--- config.mk ---
export PLATFORM = sky130hd
export DESIGN_NAME = uart_rx_serial
export DESIGN_NICKNAME = d
export VERILOG_FILES = /design/src/rtl/uart_rx_serial.sv
export SDC_FILE = /design/constraint.sdc
export NUM_CORES = 1
export LEC_CHECK = 0
export ABC_AREA = 1
export ABC_CLOCK_PERIOD_IN_PS = 2009
export BUFFER_PORTS_ARGS = -buffer_cell sky130_fd_sc_hd__clkbuf_2
export CORE_ASPECT_RATIO = 1.1
export CORE_UTILIZATION = 40
export DETAILED_ROUTE_END_ITERATION = 6
export SLEW_MARGIN = 25
export SYNTH_ARGS = -nofsm -noshare
export SYNTH_HDL_FRONTEND = slang
export SYNTH_SLANG_ARGS = --single-unit
--- constraint.sdc ---
create_clock -name clock -period 2.01 [get_ports clock]
set_input_delay 0.402 -clock clock [delete_from_list [all_inputs] [get_ports clock]]
set_output_delay 0.402 -clock clock [all_outputs]
set_load 0.05 [all_outputs]
--- src/rtl/uart_rx_serial.sv ---
// ============================================================================
// Module   : uart_rx_serial
// Brief    : 8-bit LSB-first UART receiver producing byte strobes for the
//            Sobel datapath. Define UART_RX_PARITY_EN for 8E1 framing,
//            otherwise the frame is 8N1 and erro_paridade is tied low.
// Revision : 1.0 - initial release
// ============================================================================
`default_nettype none

module uart_rx_serial #(
    parameter int CLKS_PER_BIT = 434
) (
    input  logic       clock,
    input  logic       reset,
    input  logic       rx_serial,
    output logic [7:0] rx_dados,
    output logic       rx_pronto,
    output logic       erro_frame,
    output logic       erro_paridade,
    output logic       ocupado
);

    localparam int CW = $clog2(CLKS_PER_BIT);
`ifdef UART_RX_PARITY_EN
    localparam int SW = 9;
`else
    localparam int SW = 8;
`endif

    localparam logic [CW-1:0] C_BIT_END  = CW'(CLKS_PER_BIT - 1);
    localparam logic [CW-1:0] C_HALF_END = CW'(CLKS_PER_BIT / 2 - 1);

    localparam logic [2:0] S_IDLE      = 3'd0;
    localparam logic [2:0] S_START     = 3'd1;
    localparam logic [2:0] S_DATA      = 3'd2;
    localparam logic [2:0] S_PARITY    = 3'd3;
    localparam logic [2:0] S_STOP      = 3'd4;
    localparam logic [2:0] S_WAIT_IDLE = 3'd5;

    logic          sync1_q;
    logic          rx_s_q;
    logic [2:0]    state_q,  state_d;
    logic [CW-1:0] cnt_q,    cnt_d;
    logic [2:0]    idx_q,    idx_d;
    logic [SW-1:0] shift_q,  shift_d;
    logic [7:0]    dados_q,  dados_d;
    logic          pronto_q, pronto_d;
    logic          ferr_q,   ferr_d;
    logic          perr_q,   perr_d;
    logic          w_bit_end;
    logic          w_parity_ok;

    assign w_bit_end = (cnt_q == C_BIT_END);

`ifdef UART_RX_PARITY_EN
    // Even parity: the nine received bits must XOR to zero.
    assign w_parity_ok = ~(^shift_q);
`else
    assign w_parity_ok = 1'b1;
`endif

    always_comb begin
        state_d  = state_q;
        cnt_d    = cnt_q;
        idx_d    = idx_q;
        shift_d  = shift_q;
        dados_d  = dados_q;
        pronto_d = 1'b0;
        ferr_d   = 1'b0;
        perr_d   = 1'b0;
        case (state_q)
            S_IDLE: begin
                cnt_d = '0;
                idx_d = '0;
                if (!rx_s_q) begin
                    state_d = S_START;
                end
            end
            S_START: begin
                if (cnt_q == C_HALF_END) begin
                    cnt_d   = '0;
                    state_d = rx_s_q ? S_IDLE : S_DATA;
                end else begin
                    cnt_d = cnt_q + CW'(1);
                end
            end
            S_DATA: begin
                if (w_bit_end) begin
                    cnt_d          = '0;
                    shift_d[idx_q] = rx_s_q;
                    idx_d          = idx_q + 3'd1;
                    if (idx_q == 3'd7) begin
`ifdef UART_RX_PARITY_EN
                        state_d = S_PARITY;
`else
                        state_d = S_STOP;
`endif
                    end
                end else begin
                    cnt_d = cnt_q + CW'(1);
                end
            end
`ifdef UART_RX_PARITY_EN
            S_PARITY: begin
                if (w_bit_end) begin
                    cnt_d      = '0;
                    shift_d[8] = rx_s_q;
                    state_d    = S_STOP;
                end else begin
                    cnt_d = cnt_q + CW'(1);
                end
            end
`endif
            S_STOP: begin
                if (w_bit_end) begin
                    cnt_d = '0;
                    if (!rx_s_q) begin
                        ferr_d  = 1'b1;
                        state_d = S_WAIT_IDLE;
                    end else if (w_parity_ok) begin
                        dados_d  = shift_q[7:0];
                        pronto_d = 1'b1;
                        state_d  = S_IDLE;
                    end else begin
                        perr_d  = 1'b1;
                        state_d = S_IDLE;
                    end
                end else begin
                    cnt_d = cnt_q + CW'(1);
                end
            end
            S_WAIT_IDLE: begin
                if (rx_s_q) begin
                    state_d = S_IDLE;
                end
            end
            default: begin
                state_d = S_IDLE;
            end
        endcase
    end

    always_ff @(posedge clock or posedge reset) begin
        if (reset) begin
            sync1_q  <= 1'b1;
            rx_s_q   <= 1'b1;
            state_q  <= S_IDLE;
            cnt_q    <= '0;
            idx_q    <= '0;
            shift_q  <= '0;
            dados_q  <= 8'h00;
            pronto_q <= 1'b0;
            ferr_q   <= 1'b0;
            perr_q   <= 1'b0;
        end else begin
            sync1_q  <= rx_serial;
            rx_s_q   <= sync1_q;
            state_q  <= state_d;
            cnt_q    <= cnt_d;
            idx_q    <= idx_d;
            shift_q  <= shift_d;
            dados_q  <= dados_d;
            pronto_q <= pronto_d;
            ferr_q   <= ferr_d;
            perr_q   <= perr_d;
        end
    end

    assign rx_dados   = dados_q;
    assign rx_pronto  = pronto_q;
    assign erro_frame = ferr_q;
    assign ocupado    = (state_q != S_IDLE);

`ifdef UART_RX_PARITY_EN
    assign erro_paridade = perr_q;
`else
    assign erro_paridade = 1'b0;
`endif

endmodule

`default_nettype wire

==> results of run 1 <==
[routing by layer]
layer | track usage (%) | part of all wire [%] | routed length (um)
met4 | 7.092 | 2.4 | 83
met3 | 4.688 | 3.6 | 122
met5 | 0 | 0 | 0
met2 | 23.24 | 43 | 1461
met1 | 22.86 | 51 | 1737
[Yosys cell counts, types with 2 or more instances]
master                    count
sky130_fd_sc_hd__xor2_1       5
sky130_fd_sc_hd__nand3_1     12
sky130_fd_sc_hd__nor2_1      16
sky130_fd_sc_hd__dfstp_2      2
sky130_fd_sc_hd__nand2_1     86
sky130_fd_sc_hd__dfrtp_1     33
sky130_fd_sc_hd__inv_1       15
sky130_fd_sc_hd__o21ai_1     16
sky130_fd_sc_hd__ha_1         5
sky130_fd_sc_hd__nand2_2      4
sky130_fd_sc_hd__inv_2        9
sky130_fd_sc_hd__nor2_4       3
sky130_fd_sc_hd__nand4_1     12
sky130_fd_sc_hd__nand2_4      2
sky130_fd_sc_hd__nand3_2      2
[through the flow]
stage          std cells  total power [mW]
2_1_floorplan        230            0.7427
3_5_place_dp         295            0.7499
4_1_cts              302             1.264
5_1_grt              302             1.297
6_report             302             1.239
3_3_place_gp         295            0.7495
[final timing paths]
kind / start / slack [ns] / endpoint / cells after the start
max: state_q[1] / 0.23 / ocupado / 3
min: reset / 0.19 / rx_dados[2] / 3
max reg2reg: cnt_q[1] / 0.43 / rx_dados[0] / 8
min reg2reg: sync1_q / 0.36 / rx_s_q / 0
max in group asynchronous: reset / 1.48 / sync1_q / 3
min in group clock: rx_serial / 0.20 / sync1_q / 1
[cell type report]
type                       count  area share, %
sequential                    35          43.12
inverter                      25          4.607
timing repair buffer          14          3.563
multi-input combinational    167          41.09
clock buffer                   6          4.054
tap                           54          3.317
clock inverter                 1         0.2457
[where the power goes]
group	internal (mW)	switching [mW]	total, mW
combinational	0.00371	0.0193	0.0230
sequential	0.708	0.00415	0.712
clock	0.268	0.235	0.503
[worst max-delay path, cell delays in order, from the launching register on]
cell and delay (ns):
sky130_fd_sc_hd__dfrtp_1 0.46, sky130_fd_sc_hd__nor2_2 0.23, sky130_fd_sc_hd__nand2_1 0.14, sky130_fd_sc_hd__clkbuf_2 0.26
[state kept, by name, indices dropped and copies added, names as in the netlist]
| signal | count |
|---|---|
| sync1_q | 1 |
| state_q | 3 |
| rx_dados | 8 |
| rx_s_q | 1 |
| shift_q | 8 |
| erro_frame | 1 |
| cnt_q | 9 |
| idx_q | 3 |
| rx_pronto | 1 |
[layout by cell type (no fill, tap or decap), types with 4 or more instances in the layout]
cell type,Yosys,layout
sky130_fd_sc_hd__dfrtp_1,33,33
sky130_fd_sc_hd__nand2_2,4,4
sky130_fd_sc_hd__nand2_1,86,86
sky130_fd_sc_hd__nand3_1,12,12
sky130_fd_sc_hd__o21ai_1,16,16
sky130_fd_sc_hd__xor2_1,5,5
sky130_fd_sc_hd__clkbuf_8,0,6
sky130_fd_sc_hd__clkbuf_2,0,13
sky130_fd_sc_hd__inv_1,15,15
sky130_fd_sc_hd__inv_2,9,9
sky130_fd_sc_hd__nor2_1,16,16
sky130_fd_sc_hd__ha_1,5,5
sky130_fd_sc_hd__nand4_1,12,12
[kinds of logic after synthesis]
family | count (synthesis) | share of synthesized area, %
fa+ha+maj | 5 | 3.427
xor+xnor | 5 | 2.399
buf+inv | 28 | 6.031
compound gates | 16 | 4.387
other cells | 1 | 0.2054
flops | 35 | 48.12
simple gates | 140 | 35.44
==> impl_summary.md, run 1 <==
STA
The count of final max-slew check failures came to 0. Setup slack on the critical path of the routed design comes to 0.2303 ns. The worst path in the final design needs a cycle of approximately 1.8 ns, including I/O delays and setup. The worst setup skew after layout is roughly 0.00098 ns.

The smallest hold slack is just under 0.2 ns. The total negative slack for setup checks is 0 ns. Timing would allow up to 561.9 MHz.

The number of setup violations in the final report is 0. The period utilization is between 80% and 90%. The final number of hold-violating endpoints was 0. Setup repair after global routing left no endpoint under its margin.

Placement
Once detailed placement completed, the half-perimeter wirelength came to roughly 2400 um. The global placement routability congestion is 0.8181. After detailed placement, the total cell area comes to about 1900 sq um. The worst setup slack before clock tree synthesis is about 0.42 ns. The count of buffers added on input and output ports is 13.

Drt
The per-cell routed wire length is around 11 um. The total iterations of the first detailed-routing run is 4. The detailed-route vias per instance is 4.795. The remaining antenna violation count after routing is 0. The count of routing violations after the opening detailed-route iteration is approximately 100.

Across all layers, the routed design uses approximately 1,400 vias. The final layout contains routed wiring with a total length of between 3000 and 4000 um. For this run, design rule violations remaining after detail routing come to 0.

Die
For this configuration, the core starts out at a cell density of 41.99%. Measured along the x axis, the die boundary spans between 60 and 70 um. The die boundary height is between 70 and 80 um. The top-level port count is 15. The die covers 4838 sq um. The row count is 25.

In this run the standard cell core region covers between 4000 and 5000 sq um.

CTS
The insertion delay of the later-clocked pin in the worst-skew pair is approximately 0.28 ns. The largest buffer count on any clock path is 2. TritonCTS built the clock tree. The number of buffers created by CTS is 5. The number of setup buffers added after CTS is 0.

Clock-pin slew was measured on the worst setup and hold paths at around 0.070 ns. Buffers inserted to repair hold after CTS numbered 0. The sink count of the clock tree is 35. The number of H-tree levels is 2. The number of gates resized after CTS is 0. Clock tree synthesis selected as its root buffer the cell sky130_fd_sc_hd__clkbuf_8.

Layout
Cells with a size suffix above 1 make up 18.15% of the layout. The net count of the finished layout is around 260. The layout overhead on the synthesized area is 11.58%.

The sequential cells in the finished layout cover a total of 878.3 sq um. Summing all non-filler instances in the final layout gives an area of between 2000 and 2500 sq um. Once layout is complete, the utilization of the core stands at 46.85%. The filler cell count in the final layout is around 430.

The multi-input gate area in the final layout is ~840 sq um. The repair_antennas step left the layout with diodes totalling 0.

Yosys
The synthesized instance count is 230. The most used flip-flop cell after synthesis is sky130_fd_sc_hd__dfrtp_1. The count of state elements after synthesis is 35. In this run the biggest area consumer among cell types represents a little under half of the synthesized area. In the post-synthesis netlist, the biggest area contributors are sky130_fd_sc_hd__dfrtp_1, sky130_fd_sc_hd__nand2_1, sky130_fd_sc_hd__o21ai_1.

The post-synthesis net count is between 200 and 250. After synthesis, the share of flip-flops with an asynchronous set or reset is between 90% and 100%. The synthesized design spends more area on one cell type than any other, namely sky130_fd_sc_hd__dfrtp_1.

For this run, the number of Yosys warnings is 0. Sequential elements use 48.12% of the synthesized area. In this run the mean area of a mapped cell was a little under 8 sq um. Synthesis instantiated 23 different standard cells from the library. The area of the mapped netlist is 1826 sq um. The number of synthesized flops with an enable pin is 0.

Run
Max-cap violations in this run came to 0.

Setup path
The setup path with the least slack is of type flop to output pin. The maximum net fanout on the critical path is 6. The worst setup path is launched from a flop. The required time of the critical path is ~1.6 ns. The critical path arrival is 1.38 ns. The endpoint class of the critical path is an output pin.

Global routing
The number of antenna violations at the first check in global routing is 0. The all-layer global routing usage is 16.29%. The via count of the first global-routing pass is 1,286. Global routing finished with a remaining overflow of 0. The maximum number of pins on one net before global-route repair is 36. The wire length of the first global-routing pass is 5858 um.

Min path
The classification of the worst-slack hold path is input pin to async pin.

Run status
The run finished with clean final reports.

Power and ir drop
The total power density per cell area is 608.1 nW/um^2. The static leakage is 1.147 nW. Across the VDD grid, the largest voltage drop is roughly 0.33 mV.
(Power assumes the default switching activity.)
==> inputs of run 2 (changes only) <==
--- a/config.mk
+++ b/config.mk
@@ -11,6 +11,7 @@
 export CORE_ASPECT_RATIO = 1.1
 export CORE_UTILIZATION = 40
 export DETAILED_ROUTE_END_ITERATION = 6
+export REMOVE_ABC_BUFFERS = 1
 export SLEW_MARGIN = 25
 export SYNTH_ARGS = -nofsm -noshare
 export SYNTH_HDL_FRONTEND = slang
==> impl_summary.md, run 2 (synthesized netlist as in run 1, its figures left out) <==
STA
Unrepaired setup endpoints after global routing: no (unchanged). The count of final max-slew check failures is 0 (unchanged). The worst setup skew after layout is 0.004202 ns (was 0.0009796 ns).

The number of setup violations in the final report was 0 (unchanged). The period utilization is 87.55% (was 88.54%). The final number of hold-violating endpoints is 0 (unchanged). The smallest hold slack was 0.1750 ns (was 0.1924 ns).

The post-route minimum period was 1.760 ns (was 1.780 ns). The highest clock frequency the design can meet is 568.2 MHz (was 561.9 MHz). The final worst-path setup slack came to 0.2502 ns (was 0.2303 ns).

The total negative slack for setup checks is 0 ns (unchanged).

CTS
The number of buffers created by CTS is 5 (unchanged). The sink count of the clock tree is 35 (unchanged). The clock-pin slew of the registers on the worst-case setup and hold paths is 0.07 ns (about the same). The count of hold buffers inserted by post-cts repair is 0 (unchanged).

The buffers inserted during post-CTS setup optimization is 0 (unchanged). The insertion delay of the later-clocked pin in the worst-skew pair is 0.29 ns (was 0.28 ns). The number of gates resized after CTS is 0 (unchanged). The clock tree from TritonCTS is yes (unchanged).

The number of H-tree levels is 2 (unchanged). The largest buffer count on any clock path is 2 (unchanged). The cell chosen for the clock root was sky130_fd_sc_hd__clkbuf_8 (unchanged).

Layout
The fraction of layout cells with a size suffix above 1 came to 18.47% (was 18.15%). The largest register by flop count is cnt_q (unchanged). The layout overhead on the synthesized area is 12.95% (was 11.58%). The non-filler instance count after layout is 303 (was 302). The filler cell count in the final layout is 434 (was 433). Most frequent cells in the layout: sky130_fd_sc_hd__nand2_1, sky130_fd_sc_hd__dfrtp_1, sky130_fd_sc_hd__nor2_1, sky130_fd_sc_hd__o21ai_1, sky130_fd_sc_hd__inv_1 (unchanged). The utilization after layout came to 47.42% (was 46.85%).

The final layout net count is 256 (unchanged). The number of flip-flops under the largest register name is 9 (unchanged). The most frequent standard cell in the layout excluding fill and tap cells is sky130_fd_sc_hd__nand2_1 (unchanged). The number of antenna diodes is 0 (unchanged).

Power and ir drop
The total power density per cell area was 661.9 nW/um^2 (was 608.1 nW/um^2). The static leakage is 1.158 nW (was 1.147 nW). The worst vdd rail ir drop is 0.3443 mV (was 0.3272 mV).

Global routing
The maximum number of pins on one net before global-route repair is 36 (unchanged). The number of antenna violations at the first check in global routing came to 0 (unchanged). The total congestion overflow after global routing is 0 (unchanged). The all-layer global routing usage is 16.91% (was 16.29%). The via count of the first global-routing pass is 1,387 (was 1,286). The wire length of the first global-routing pass is 6189 um (was 5858 um).

Die
The core footprint is 4348 sq um (unchanged). The row count came to 25 (unchanged). The die area is 4838 sq um (unchanged). The starting density of the core was 41.99% (unchanged). The die width came to 66.41 um (unchanged). The top-level port count is 15 (unchanged). The die boundary height was 72.85 um (unchanged).

Placement
The cell total after placement is 295 (unchanged). The sum of net half-perimeters after detailed placement came to 2411 um (was 2422 um). The worst setup slack before clock tree synthesis is 0.4443 ns (was 0.4186 ns). The global placement routability congestion is 0.7941 (was 0.8181). The count of buffers inserted at the top-level ports is 13 (unchanged).

Setup path
The maximum net fanout on the critical path is 6 (unchanged). The start-to-end type of the worst setup path is flop to output pin (unchanged). The required time of the critical path is 1.61 ns (about the same).

The critical path arrival came to 1.36 ns (was 1.38 ns). The startpoint type of the worst setup path is a flop (unchanged). The endpoint class of the critical path was an output pin (unchanged).

Run status
Result of the run: completed (unchanged).

Run
The number of max-cap violations was 0 (unchanged).

Drt
The final wirelength was 3370 um (was 3405 um). The remaining antenna violation count after routing came to 0 (unchanged). The overall via count from detail_route was 1,456 (was 1,448). The DRC violations left is 0 (unchanged). The detailed-route vias per instance is 4.805 (was 4.795). The total iterations of the first detailed-routing run is 5 (was 4). The count of routing violations after the opening detailed-route iteration is 55 (was 101). The per-cell routed wire length is 11.12 um (was 11.27 um).

Min path
The classification of the worst-slack hold path is input pin to async pin (unchanged).
-- run 2: layer usage --
layer  share of wire [%]  wire [um]  vias to the layer above  track usage [%]
li1                    -          -                      769                -
met1                  53       1784                      664            23.34
met4                 1.8         61                        0            7.329
met2                  43       1433                       17            25.40
met3                 2.7         91                        6            3.750
met5                   0          0                        -                0
-- run 2: layout make-up --
cell class | count | area (sq um) | area share (%)
inverters | 25 | 93.84 | 4.551
flip-flops and latches | 35 | 878.3 | 42.60
clock inverters | 3 | 43.79 | 2.124
well taps | 54 | 67.56 | 3.277
multi-input cells | 167 | 837.1 | 40.59
clock buffers | 5 | 68.82 | 3.337
repair buffers | 14 | 72.57 | 3.519
-- run 2: worst paths after layout --
| kind | from | slack (ns) | endpoint | cells past startpoint |
|---|---|---|---|---|
| hold / removal | reset | 0.17 | rx_dados[2] | 3 |
| max in group asynchronous | reset | 1.48 | sync1_q | 3 |
| hold reg to reg | sync1_q | 0.36 | rx_s_q | 0 |
| setup / recovery | state_q[1] | 0.25 | ocupado | 3 |
| min in group clock | rx_serial | 0.19 | sync1_q | 1 |
| setup reg to reg | cnt_q[1] | 0.45 | rx_dados[4] | 8 |
-- run 2: critical path, cell delays in order, from the launching register on --
cell and delay, ns:
sky130_fd_sc_hd__dfrtp_1 0.46, sky130_fd_sc_hd__nor2_2 0.22, sky130_fd_sc_hd__nand2_1 0.14, sky130_fd_sc_hd__clkbuf_2 0.26
-- run 2: where the power goes --
group | internal (mW) | total, mW | leakage [nW] | switching, mW
sequential | 0.708 | 0.712 | 0.467 | 0.00434
combinational | 0.00371 | 0.0227 | 0.633 | 0.0190
clock | 0.369 | 0.630 | 0.0581 | 0.261
-- run 2: per-stage QoR --
stage	total power [mW]	instance area [sq um]
floorplan	0.7407	1809
global placement	0.7494	1949
detailed placement	0.7500	1949
CTS	1.389	2062
global route	1.414	2062
finish	1.365	2062
